===== src/rtl/opcode_sequencer_pkg.sv =====
// Shared opcode constants and sequencer state encoding.
// Consumed by opcode_sequencer and by the decode control unit so both sides
// agree on the internal two-part opcodes and the interrupt-entry pair.
package opcode_sequencer_pkg;

  localparam int unsigned SEQ_OPW = 5;
  localparam int unsigned SEQ_STW = 3;

  localparam logic [SEQ_OPW-1:0] OP_NOP   = 5'b00000;
  localparam logic [SEQ_OPW-1:0] OP_CALL  = 5'b11000;
  localparam logic [SEQ_OPW-1:0] OP_CALL2 = 5'b11001;
  localparam logic [SEQ_OPW-1:0] OP_RET   = 5'b11010;
  localparam logic [SEQ_OPW-1:0] OP_RET2  = 5'b11011;
  localparam logic [SEQ_OPW-1:0] OP_RTI   = 5'b11100;
  localparam logic [SEQ_OPW-1:0] OP_RTI2  = 5'b11101;
  localparam logic [SEQ_OPW-1:0] OP_INT1  = 5'b11110;
  localparam logic [SEQ_OPW-1:0] OP_INT2  = 5'b11111;

  typedef enum logic [SEQ_STW-1:0] {
    ST_IDLE  = 3'd0,
    ST_CALL2 = 3'd1,
    ST_RET2  = 3'd2,
    ST_RTI2  = 3'd3,
    ST_INT2  = 3'd4
  } seq_state_e;

endpackage


===== src/rtl/opcode_sequencer_int.sv =====
// int_pending_latch: turns the external interrupt request into a sticky
// pending flag. INT_EDGE=1 sets on a rising edge of int_req, INT_EDGE=0 sets
// on every cycle int_req is high. A set and a clear in the same cycle: set wins.
// Ports:
//   clk, rst      clock, async active-high reset
//   int_req       external interrupt request
//   clr           clear request (interrupt entry completed)
//   pending       registered pending flag
module int_pending_latch #(
  parameter int unsigned INT_EDGE = 1
) (
  input  logic clk,
  input  logic rst,
  input  logic int_req,
  input  logic clr,
  output logic pending
);

  logic set;

  // Request qualifier: edge detector or plain level.
  if (INT_EDGE != 0) begin : g_edge
    logic req_q;
    always_ff @(posedge clk or posedge rst) begin
      if (rst) req_q <= 1'b0;
      else     req_q <= int_req;
    end
    assign set = int_req & ~req_q;
  end else begin : g_level
    assign set = int_req;
  end

  // Pending flop with set-over-clear.
  always_ff @(posedge clk or posedge rst) begin
    if (rst)      pending <= 1'b0;
    else if (set) pending <= 1'b1;
    else if (clr) pending <= 1'b0;
  end

endmodule


===== src/rtl/opcode_sequencer.sv =====
// opcode_sequencer: supplies the opcode the decode control unit sees each
// cycle. Expands CALL/RET/RTI into their two internal opcodes, injects the
// INT1/INT2 entry pair at an instruction boundary, holds fetch while it
// injects, squashes on flush and freezes on hazard stall.
// Build option: define SEQ_ILLEGAL_TRAP_EN to pulse illegal_op when a
// second-part/INT opcode is fetched; otherwise illegal_op is tied low.
// Ports:
//   clk, rst       clock, async active-high reset
//   fetched_op     opcode field from IF/ID
//   fetched_valid  fetched_op is a real instruction
//   stall_in       hazard stall (freeze)
//   flush_in       taken-branch flush of decode
//   int_req        external interrupt request
//   op_out         registered opcode to the control unit
//   pc_hold        combinational: PC and IF/ID must not advance
//   busy           registered: a second part is still to be issued
//   int_ack        registered pulse when INT2 issues
//   illegal_op     registered pulse on an illegal fetched opcode
module opcode_sequencer
  import opcode_sequencer_pkg::*;
#(
  parameter int unsigned OPW      = 5,
  parameter int unsigned INT_EDGE = 1
) (
  input  logic           clk,
  input  logic           rst,
  input  logic [OPW-1:0] fetched_op,
  input  logic           fetched_valid,
  input  logic           stall_in,
  input  logic           flush_in,
  input  logic           int_req,
  output logic [OPW-1:0] op_out,
  output logic           pc_hold,
  output logic           busy,
  output logic           int_ack,
  output logic           illegal_op
);

  seq_state_e     state_q, state_d;
  logic [OPW-1:0] op_d;
  logic           busy_d;
  logic           ack_d;
  logic           ill_d;
  logic           pending;
  logic           pend_clr;

  int_pending_latch #(
    .INT_EDGE (INT_EDGE)
  ) u_int_pending (
    .clk     (clk),
    .rst     (rst),
    .int_req (int_req),
    .clr     (pend_clr),
    .pending (pending)
  );

  // State and output registers.
  always_ff @(posedge clk or posedge rst) begin
    if (rst) begin
      state_q    <= ST_IDLE;
      op_out     <= OPW'(OP_NOP);
      busy       <= 1'b0;
      int_ack    <= 1'b0;
      illegal_op <= 1'b0;
    end else begin
      state_q    <= state_d;
      op_out     <= op_d;
      busy       <= busy_d;
      int_ack    <= ack_d;
      illegal_op <= ill_d;
    end
  end

  // Next state, next outputs and fetch hold. Priority: flush > stall >
  // pending interrupt (IDLE only) > fetched opcode.
  always_comb begin
    state_d  = state_q;
    op_d     = op_out;
    busy_d   = busy;
    ack_d    = 1'b0;
    ill_d    = 1'b0;
    pend_clr = 1'b0;
    pc_hold  = 1'b0;

    if (flush_in) begin
      // Pending is untouched so an aborted interrupt entry is retried.
      state_d = ST_IDLE;
      op_d    = OPW'(OP_NOP);
      busy_d  = 1'b0;
    end else if (stall_in) begin
      pc_hold = 1'b1;
    end else begin
      case (state_q)
        ST_IDLE: begin
          if (pending) begin
            // Fetched instruction stays in IF/ID until entry completes.
            pc_hold = 1'b1;
            op_d    = OPW'(OP_INT1);
            state_d = ST_INT2;
            busy_d  = 1'b1;
          end else if (!fetched_valid) begin
            op_d = OPW'(OP_NOP);
          end else begin
            case (fetched_op)
              OPW'(OP_CALL): begin
                op_d    = fetched_op;
                state_d = ST_CALL2;
                busy_d  = 1'b1;
              end
              OPW'(OP_RET): begin
                op_d    = fetched_op;
                state_d = ST_RET2;
                busy_d  = 1'b1;
              end
              OPW'(OP_RTI): begin
                op_d    = fetched_op;
                state_d = ST_RTI2;
                busy_d  = 1'b1;
              end
              OPW'(OP_CALL2), OPW'(OP_RET2), OPW'(OP_RTI2),
              OPW'(OP_INT1), OPW'(OP_INT2): begin
                // Internal-only opcodes are never legal from fetch.
                op_d = OPW'(OP_NOP);
`ifdef SEQ_ILLEGAL_TRAP_EN
                ill_d = 1'b1;
`endif
              end
              default: op_d = fetched_op;
            endcase
          end
        end
        ST_CALL2: begin
          pc_hold = 1'b1;
          op_d    = OPW'(OP_CALL2);
          state_d = ST_IDLE;
          busy_d  = 1'b0;
        end
        ST_RET2: begin
          pc_hold = 1'b1;
          op_d    = OPW'(OP_RET2);
          state_d = ST_IDLE;
          busy_d  = 1'b0;
        end
        ST_RTI2: begin
          pc_hold = 1'b1;
          op_d    = OPW'(OP_RTI2);
          state_d = ST_IDLE;
          busy_d  = 1'b0;
        end
        ST_INT2: begin
          pc_hold  = 1'b1;
          op_d     = OPW'(OP_INT2);
          state_d  = ST_IDLE;
          busy_d   = 1'b0;
          ack_d    = 1'b1;
          pend_clr = 1'b1;
        end
        default: begin
          state_d = ST_IDLE;
          op_d    = OPW'(OP_NOP);
          busy_d  = 1'b0;
        end
      endcase
    end
  end

endmodule


===== config.mk =====
export PLATFORM = sky130hd
export DESIGN_NAME = opcode_sequencer
export DESIGN_NICKNAME = d
export VERILOG_FILES = /design/src/rtl/opcode_sequencer_pkg.sv /design/src/rtl/opcode_sequencer_int.sv /design/src/rtl/opcode_sequencer.sv
export SDC_FILE = /design/constraint.sdc
export NUM_CORES = 1
export LEC_CHECK = 0
export BUFFER_PORTS_ARGS = -buffer_cell sky130_fd_sc_hd__buf_2
export CAP_MARGIN = 10
export CORE_MARGIN = 2
export CORE_UTILIZATION = 44
export DETAILED_ROUTE_END_ITERATION = 12
export PLACE_DENSITY = 0.73
export SYNTH_ARGS = -nofsm -noshare
export SYNTH_HDL_FRONTEND = slang
export SYNTH_HIERARCHICAL = 1
export SYNTH_SLANG_ARGS = --single-unit

===== constraint.sdc =====
create_clock -name clk -period 1.6 [get_ports clk]
set_input_delay 0.4 -clock clk [delete_from_list [all_inputs] [get_ports clk]]
set_output_delay 0.4 -clock clk [all_outputs]
set_load 0.01 [all_outputs]

==> results of run 1 <==
==> critical path, delay by kind of cell, from the launching register on <==
family,cells,cell delay [ns]
and+or+nand+nor,3,0.45
DFF,1,0.37
buffers and inverters,1,0.14
AOI/OAI and AO/OA,1,0.11
==> sequential cells by signal, summed over array words and instances, names as in the netlist <==
signal                      cells
busy                            1
int_ack                         1
op_out                          5
state_q                         3
u_int_pending/g_edge.req_q      1
u_int_pending/pending           1
==> through the flow <==
| stage | util (%) | hold WS, ns | setup WS (ns) |
|---|---|---|---|
| 2_1_floorplan | - | 0.141 | -0.0924 |
| 3_3_place_gp | 57.1 | 0.259 | -0.106 |
| 3_5_place_dp | 57.1 | 0.263 | -0.0958 |
| 4_1_cts | 61.7 | 0.249 | -0.125 |
| 5_1_grt | 62.5 | 0.247 | -0.197 |
| 6_report | 62.5 | 0.260 | -0.128 |
==> metal layers <==
| metal | wire length [um] | vias up | GRT usage (%) |
|---|---|---|---|
| li1 | - | 332 | - |
| met1 | 768 | 316 | 28.7 |
| met2 | 776 | 20 | 32.2 |
| met3 | 73 | 4 | 1.28 |
| met4 | 33 | 0 | 13.3 |
| met5 | 0 | - | 0 |
==> report_power, final <==
part	internal, uW	leakage (uW)	switching [uW]	total, uW
Sequential	325	0.000153	9.94	334
Combinational	79.7	0.000284	88.1	168
Clock	86.8	0.0000138	83.4	170
==> kinds of logic after synthesis <==
logic type | share of synthesized area (%)
AND/OR/NAND/NOR | 21.9
AO/OA/AOI/OAI | 24.9
flip-flops | 44.5
buffers and inverters | 6.86
XOR/XNOR | 1.30
other | 0.556
==> layout make-up <==
cell class              instances  area (um2)  area share, %
multi-input cells              52         353           38.4
flip-flops and latches         12         300           32.7
repair buffers                 33         205           22.3
clock buffers                   3        22.5           2.45
well taps                      16        20.0           2.18
inverters                       5        18.8           2.04
==> cell usage in the layout, fill, tap and decap left out, types with 2 or more instances in the layout <==
cell type  synthesis  final
nand3_1            3      3
or4_1              2      2
buf_4              1     14
a21oi_1            5      3
clkbuf_4           0      3
a221o_1            2      2
buf_2              1     18
nand2_1            6      6
nor2_1             7      6
dfrtp_1           12     12
a21oi_2            0      2
o21ai_0            3      2
inv_1              5      5
==> how the worst max path moves through the flow <==
stage / from / end / slack, ns / depth (start not counted)
floorplan: state_q[2] / state_q[1] / -0.09 / 5
global placement: state_q[2] / state_q[1] / -0.11 / 4
detailed placement: state_q[2] / state_q[1] / -0.1 / 4
CTS: state_q[1] / pc_hold / -0.13 / 5
global route: state_q[1] / pc_hold / -0.20 / 5
finish: state_q[1] / pc_hold / -0.13 / 5
==> timing repair <==
| item | 4_1_cts | 5_1_grt |
|---|---|---|
| endpoints found under the setup margin | 2 | 3 |
| pin swaps | 2 | 1 |
| buffers inserted | 2 | 1 |
| hold endpoints to repair | 2 | 0 |
| hold buffers | 1 | 0 |
| resized for setup | 5 | 2 |
==> impl_metrics.ini, run 1 <==
[outcome]
status = finished with violations
violations = negative setup slack

[grt]
grt_pass1_wl_um = 2860
overflow = 0
grt_pass1_vias = 658
antenna_found_initial = 0
grt_util_all_layers_pct = 21.1
grt_max_degree = 11

[routing]
vias_per_cell = 5.55
detail_route.iter0.violations = 3
drc_errors = 0
totalWireLength_um = 1650
drt-wirelength-per-cell_um = 13.7
dr_total_vias = 672
drtAntennaViolNets = 0
drt-pass1-iter-count = 4

[sta]
finalClockSkew_ns = 0.00285
rsz0062_at_grt = yes
setup_viol = 3
finalCritPeriodShare_pct = 108
finalCriticalPeriod_ns = 1.73
hold_violations = 0
slew_violations = 0
fmax_mhz = 579
tns_ns = -0.274
worst_slack_ns = -0.128

[cts]
cts_tree = yes
clk_path_buf_depth = 2
clk_pin_slew_ns = 0.06
clock_latency_ns = 0.26
clock-sinks = 12
h-tree-depth = 1
cts_buffers = 3
clock-root-buffer = clkbuf_4

[yosys]
synth_area_leaders = dfrtp_1 (45%), nor2_1 (3.9%), a21oi_1 (3.7%), nand2_1 (3.3%), a221o_1 (3.0%)
synth_cell_types = 37
synth_cells = 73
ys_seq_area_share_pct = 44.5
synth.most_common_cell = dfrtp_1
yosysWarnings = 6
syn_avg_cell_area_um2 = 9.24
synth_top_cells_by_count = dfrtp_1 (12), nor2_1 (7), nand2_1 (6), a21oi_1 (5), inv_1 (5)
synth_top_area_share_pct = 44.5
synth_seq_cells = 12
synth_ff_type = dfrtp_1
netlist_area_um2 = 674
synth-async-reset-ratio_pct = 100
synth-edff-count = 0
syn-num-nets = 84
yosys.area.top_type = dfrtp_1

[floorplanning]
core_area_um2 = 1470
die_w_um = 43.2
dieHeight_um = 43.2
io_pins = 20
dieArea_um2 = 1860
start_util_pct = 45.8
rows = 14

[critical_path]
cp_max_fo = 3
cpPeakStageDelay_ns = 0.37
cp_data_arrival_time_ns = 1.33
cp_slowest_cell = dfrtp_1
startpoint_type = register
critPathKind = register to output pin
worstPathCellList = or2_4 > nand2b_4 > a21oi_2 > nor2_1 > buf_2
crit_required_ns = 1.20
rr_endpoint = state_q[1]
end_kind = output pin
r2r.worst_path.cells = 4
r2r_slack_ns = -0.11
r2r-start = state_q[2]

[cells_and_area]
syn_to_final_growth_pct = 36.4
finalNonFillerCells = 121
fin_area_um2 = 920
final_nets = 118
diodes = 0
num-fill-cells = 142
drive_gt1_share_pct = 42.9

[placed_design]
dp_hpwl_um = 1250
gp_congestion = 0.822
dp.cells = 114
portBuffers = 18
placed_cell_area_um2 = 840

[worst_hold_path]
hp-class = primary input to register
hold_start = int_req
min_to = u_int_pending/g_edge.req_q
hold_depth = 1

[flow_run]
cap_violations = 0

[pwr]
p_leak_uw = 0.000451
power_uw = 672
powerDensity_nw_per_um2 = 731
ir_drop_mv = 0.526
(Power assumes the default switching activity.)
==> run 2: changes to the inputs <==
Settings changed: ABC_AREA set to 1, CORE_UTILIZATION 44 to 46, PLACE_DENSITY 0.73 to 0.74.
==> run 2 against run 1 <==
Against the previous run: the flow still finishes with violations (negative setup slack); clock power rose by 6%; global-route usage shrank 1.1 points; utilization shrank 2.1 points; worst setup slack improved by 0.070 ns; register-to-register slack better by 0.31 ns; via count up 19%; cell area is 9.7% higher; sequential cell count did not move; power grew 22%; die area increased by 11%; final cell count rose by 38%; worst hold slack lost 0.015 ns; critical path type unchanged; critical endpoint unchanged.
==> impl_metrics.ini, run 2 <==
[outcome]
status = finished with violations
violations = negative setup slack

[critical_path]
startpoint_type = register
cp_max_fo = 4
end_kind = output pin
crit_required_ns = 1.20
cp_data_arrival_time_ns = 1.26
critPathKind = register to output pin

[sta]
fmax_mhz = 603
hold_slack_ns = 0.245
worst_slack_ns = -0.0580
finalCritPeriodShare_pct = 104
finalClockSkew_ns = 0.00329
rsz0062_at_grt = yes
setup_viol = 1
finalCriticalPeriod_ns = 1.66
hold_violations = 0
slew_violations = 0

[floorplanning]
core_area_um2 = 1670
die_w_um = 45.6
dieHeight_um = 45.6
rows = 15
dieArea_um2 = 2080
io_pins = 20
start_util_pct = 47.6

[pwr]
p_switching_uw = 286
power.share.clock_pct = 22.1
internal-power_uw = 534
power_frac_seq_pct = 44.2
p_leak_uw = 0.000599
power_uw = 820
pwr-share-comb_pct = 33.7
ir_drop_mv = 0.749
switching_share_pct = 34.9
powerDensity_nw_per_um2 = 813

[cts]
clk_path_buf_depth = 2
clock_latency_ns = 0.27
clock-sinks = 12
clk_pin_slew_ns = 0.06
clock-root-buffer = clkbuf_4
cts_tree = yes
cts_buffers = 3
h-tree-depth = 1

[cells_and_area]
syn_to_final_growth_pct = 26.9
final_common_cell = nand2_1
reg_top3 = op_out x5, state_q x3
ff_latch_area_um2 = 303
num-fill-cells = 166
fin_area_um2 = 1010
multi_input_area_um2 = 432
diodes = 0
final_nets = 163
drive_gt1_share_pct = 28.7
largest_reg_flops = 5
final_cell_mix = nand2_1 (50), buf_2 (17), inv_1 (16)
top_register = op_out

[yosys]
syn_avg_cell_area_um2 = 6.51
netlist_area_um2 = 795
yosys.area.top_type = dfrtp_1
synth-edff-count = 0
synth_cells = 122
synth_cell_types = 22
syn-num-nets = 133
synth_top_area_share_pct = 37.8
synth_top_cells_by_count = nand2_1 (50), inv_1 (18), nor2_1 (15), dfrtp_1 (12), nand3_1 (7)
yosysWarnings = 6
synth-async-reset-ratio_pct = 100
synth_area_leaders = dfrtp_1 (38%), nand2_1 (24%), inv_1 (8.5%), nor2_1 (7.1%), nand3_1 (4.4%)
synth.most_common_cell = nand2_1
synth_seq_cells = 12
synth_ff_type = dfrtp_1
ys_seq_area_share_pct = 37.8

[routing]
drc_errors = 0
dr_total_vias = 800
detail_route.iter0.violations = 23
drt-wirelength-per-cell_um = 10.7
drtAntennaViolNets = 0
vias_per_cell = 4.79
totalWireLength_um = 1780
drt-pass1-iter-count = 4

[grt]
grt_max_degree = 11
grt_pass1_vias = 691
overflow = 0
grt_util_all_layers_pct = 20.0
antenna_found_initial = 0
grt_pass1_wl_um = 2940

[placed_design]
portBuffers = 18
gp_congestion = 0.772
placed_cell_area_um2 = 906
dp_hpwl_um = 1290

[flow_run]
cap_violations = 0

[worst_hold_path]
hp-class = primary input to register
[run 2: cell count changes in the layout (fill, tap and decap cells not counted), moves of 3 or more]
cell     change
nand2_1     +44
inv_1       +11
nor2_1       +8
buf_4        -7
inv_2        +3
nand3_1      +3
[run 2: final timing paths]
| path | from | to | slack (ns) | cells after the start |
|---|---|---|---|---|
| hold reg to reg | busy | busy | 0.47 | 2 |
| setup reg to reg | state_q[1] | op_out[2] | 0.20 | 10 |
| hold / removal | int_req | u_int_pending/g_edge.req_q | 0.24 | 1 |
| min in group asynchronous | rst | u_int_pending/g_edge.req_q | 0.54 | 3 |
| setup / recovery | state_q[0] | pc_hold | -0.06 | 4 |
| max in group asynchronous | rst | state_q[1] | 0.64 | 3 |
[run 2: logic make-up (layout without fill, tap and decap cells)]
group           count (synthesis)  after routing  synth area share, %
compound gates                  5              5                 3.94
flops                          12             12                 37.8
other cells                     1              1                0.472
simple gates                   84             84                 47.9
buf+inv                        20             48                 9.92
[run 2: metrics by stage]
step                instances  setup TNS (ns)  utilization [%]  worst slack, ns
floorplan                 122               0                -            0.233
global placement          157               0             54.2            0.191
detailed placement        157               0             54.2            0.146
CTS                       167         -0.0314             59.4          -0.0314
global route              167          -0.101             60.4           -0.101
finish                    167         -0.0580             60.4          -0.0580
[run 2: power by group through the flow]
stage	Clock [uW]	Sequential, uW	Combinational, uW
6_report	181	362	276
3_5_place_dp	0	366	238
3_3_place_gp	0	365	235
5_1_grt	202	366	313
4_1_cts	183	359	265
2_1_floorplan	0	375	155
[run 2: layer usage]
metal	track usage [%]	share of wire, %
met2	32.1	49
met4	3.53	0.90
met1	25.1	46
met5	0	0
met3	8.33	4.0
[run 2: layout make-up]
type	count	area share (%)
multi-input combinational	90	42.8
sequential	12	30.0
timing repair buffer	26	15.8
inverter	19	7.07
clock buffer	3	2.23
tap	17	2.11
[run 2: timing repair]
action / 4_1_cts / 5_1_grt
resized for setup: 5 / 5
setup buffers: 6 / 0
hold buffers: 1 / 0
setup endpoints to repair: 1 / 1
pin swaps: 0 / 1
hold endpoints to repair: 2 / 0
[run 2: worst max-delay path, stage by stage, from the launching register on]
cell and delay (ns):
dfrtp_2 0.44, nor2_4 0.12, nand3_2 0.09, a31o_2 0.21
buf_6 0.11
==> run 3: changes to the inputs <==
Settings changed: CORE_ASPECT_RATIO set to 0.9, PLACE_DENSITY 0.74 to 0.71.
==> run 3 against run 2 <==
Against the previous run: die area barely moved; the flow still finishes with violations (negative setup slack); utilization rose by 2.5 points; routed wire length rose by 6.0%; worst setup slack improved by 0.039 ns; critical path depth did not move; power rose by 0.66%; maximum frequency rose by 2.4%; critical endpoint unchanged; largest power group unchanged; final cell count rose by 6.0%.
==> impl_metrics.ini, run 3 (synthesis results as in run 2) <==
[pwr]
power.share.clock_pct = 21.6
switching_share_pct = 34.5
internal-power_uw = 541
power_frac_seq_pct = 44.1
powerDensity_nw_per_um2 = 797
p_switching_uw = 285
pwr-share-comb_pct = 34.3
p_leak_uw = 0.000612
ir_drop_mv = 0.549

[floorplanning]
dieArea_um2 = 2080
rows = 14
io_pins = 20
core_area_um2 = 1650
start_util_pct = 48.3
dieHeight_um = 43.4
die_w_um = 47.8

[cells_and_area]
top_register = op_out
final_nets = 166
final_cell_mix = nand2_1 (50), buf_2 (17), inv_1 (16)
finalNonFillerCells = 177
syn_to_final_growth_pct = 30.4
final_common_cell = nand2_1
reg_top3 = op_out x5, state_q x3
diodes = 0
drive_gt1_share_pct = 30.7
largest_reg_flops = 5

[grt]
grt_pass1_vias = 712
grt_util_all_layers_pct = 19.9
antenna_found_initial = 0
grt_max_degree = 11
overflow = 0
grt_pass1_wl_um = 2940

[cts]
clock-sinks = 12
h-tree-depth = 1
clk_pin_slew_ns = 0.06
cts_tree = yes
clock_latency_ns = 0.27
cts_buffers = 3
clock-root-buffer = clkbuf_4
clk_path_buf_depth = 2

[sta]
fmax_mhz = 618
slew_violations = 0
rsz0062_at_grt = yes
finalClockSkew_ns = 0.00750
finalCriticalPeriod_ns = 1.62
worst_slack_ns = -0.0185
finalCritPeriodShare_pct = 101
hold_violations = 0
setup_viol = 1

[placed_design]
dp_hpwl_um = 1290
pre_cts_ws_ns = 0.158
gp_congestion = 0.895
dp.cells = 164
portBuffers = 18

[routing]
drc_errors = 0
detail_route.iter0.violations = 21
drtAntennaViolNets = 0
totalWireLength_um = 1890
dr_total_vias = 844
drt-wirelength-per-cell_um = 10.7
vias_per_cell = 4.77
drt-pass1-iter-count = 4

[critical_path]
critPathKind = register to output pin
cp_max_fo = 3
crit_required_ns = 1.20
startpoint_type = register
end_kind = output pin
cp_data_arrival_time_ns = 1.22

[worst_hold_path]
hp-class = primary input to register

[outcome]
status = finished with violations
violations = negative setup slack

[flow_run]
cap_violations = 0
[run 3: cell type report]
| cell class | count | area (um2) |
|---|---|---|
| Clock buffer | 3 | 22.5 |
| Fill cell | 152 | 611 |
| Inverter | 19 | 71.3 |
| Multi-Input combinational cell | 90 | 427 |
| Sequential cell | 12 | 304 |
| Tap cell | 24 | 30.0 |
| Timing Repair Buffer | 29 | 181 |
[run 3: per-layer routing]
metal  global-route usage, %  vias up  share of wire (%)
met2                    30.9       22                 48
met5                       0        -                  0
met3                    7.50       11                5.9
met1                    26.8      376                 44
met4                    3.24        0                2.1
li1                        -      435                  -
[run 3: critical path, cell delays in order, from the launching register on]
cell and delay, ns:
dfrtp_2 0.43, nor2_2 0.13, nand3_2 0.07, a31o_2 0.21, buf_6 0.11
[run 3: final timing paths]
path                       slack [ns]  cells past startpoint                         end                  startpoint
max                             -0.02                      4                     pc_hold                  state_q[1]
max reg2reg                      0.13                      9                   op_out[2]                  state_q[1]
min                              0.25                      1  u_int_pending/g_edge.req_q                     int_req
max in group asynchronous        0.60                      3                  state_q[0]                         rst
min in group asynchronous        0.57                      3  u_int_pending/g_edge.req_q                         rst
min reg2reg                      0.47                      3       u_int_pending/pending  u_int_pending/g_edge.req_q
[run 3: metrics by stage]
step	setup TNS [ns]	util (%)	hold slack, ns	cell area [um2]	total power (uW)
after global routing	-0.0695	62.9	0.241	1040	886
final	-0.0185	62.9	0.252	1040	826
after floorplan	0	-	0.141	795	530
after global placement	0	55.5	0.260	915	601
after detailed placement	0	55.5	0.264	915	605
after CTS	-0.0274	61.3	0.246	1010	816
[run 3: repair_timing]
item                                    in CTS  in global routing
hold buffers                                 1                  0
cloned                                       0                  0
hold endpoints to repair                     2                  0
endpoints found under the setup margin       1                  1
pin swaps                                    1                  0
buffers inserted                             7                  2
gates resized for setup                      5                  5
[run 3: power by group through the flow]
stage | clock [uW] | combinational (uW) | sequential [uW]
after detailed placement | 0 | 238 | 367
after global placement | 0 | 236 | 365
final | 178 | 283 | 364
after floorplan | 0 | 155 | 375
after global routing | 199 | 319 | 368
after CTS | 185 | 271 | 359
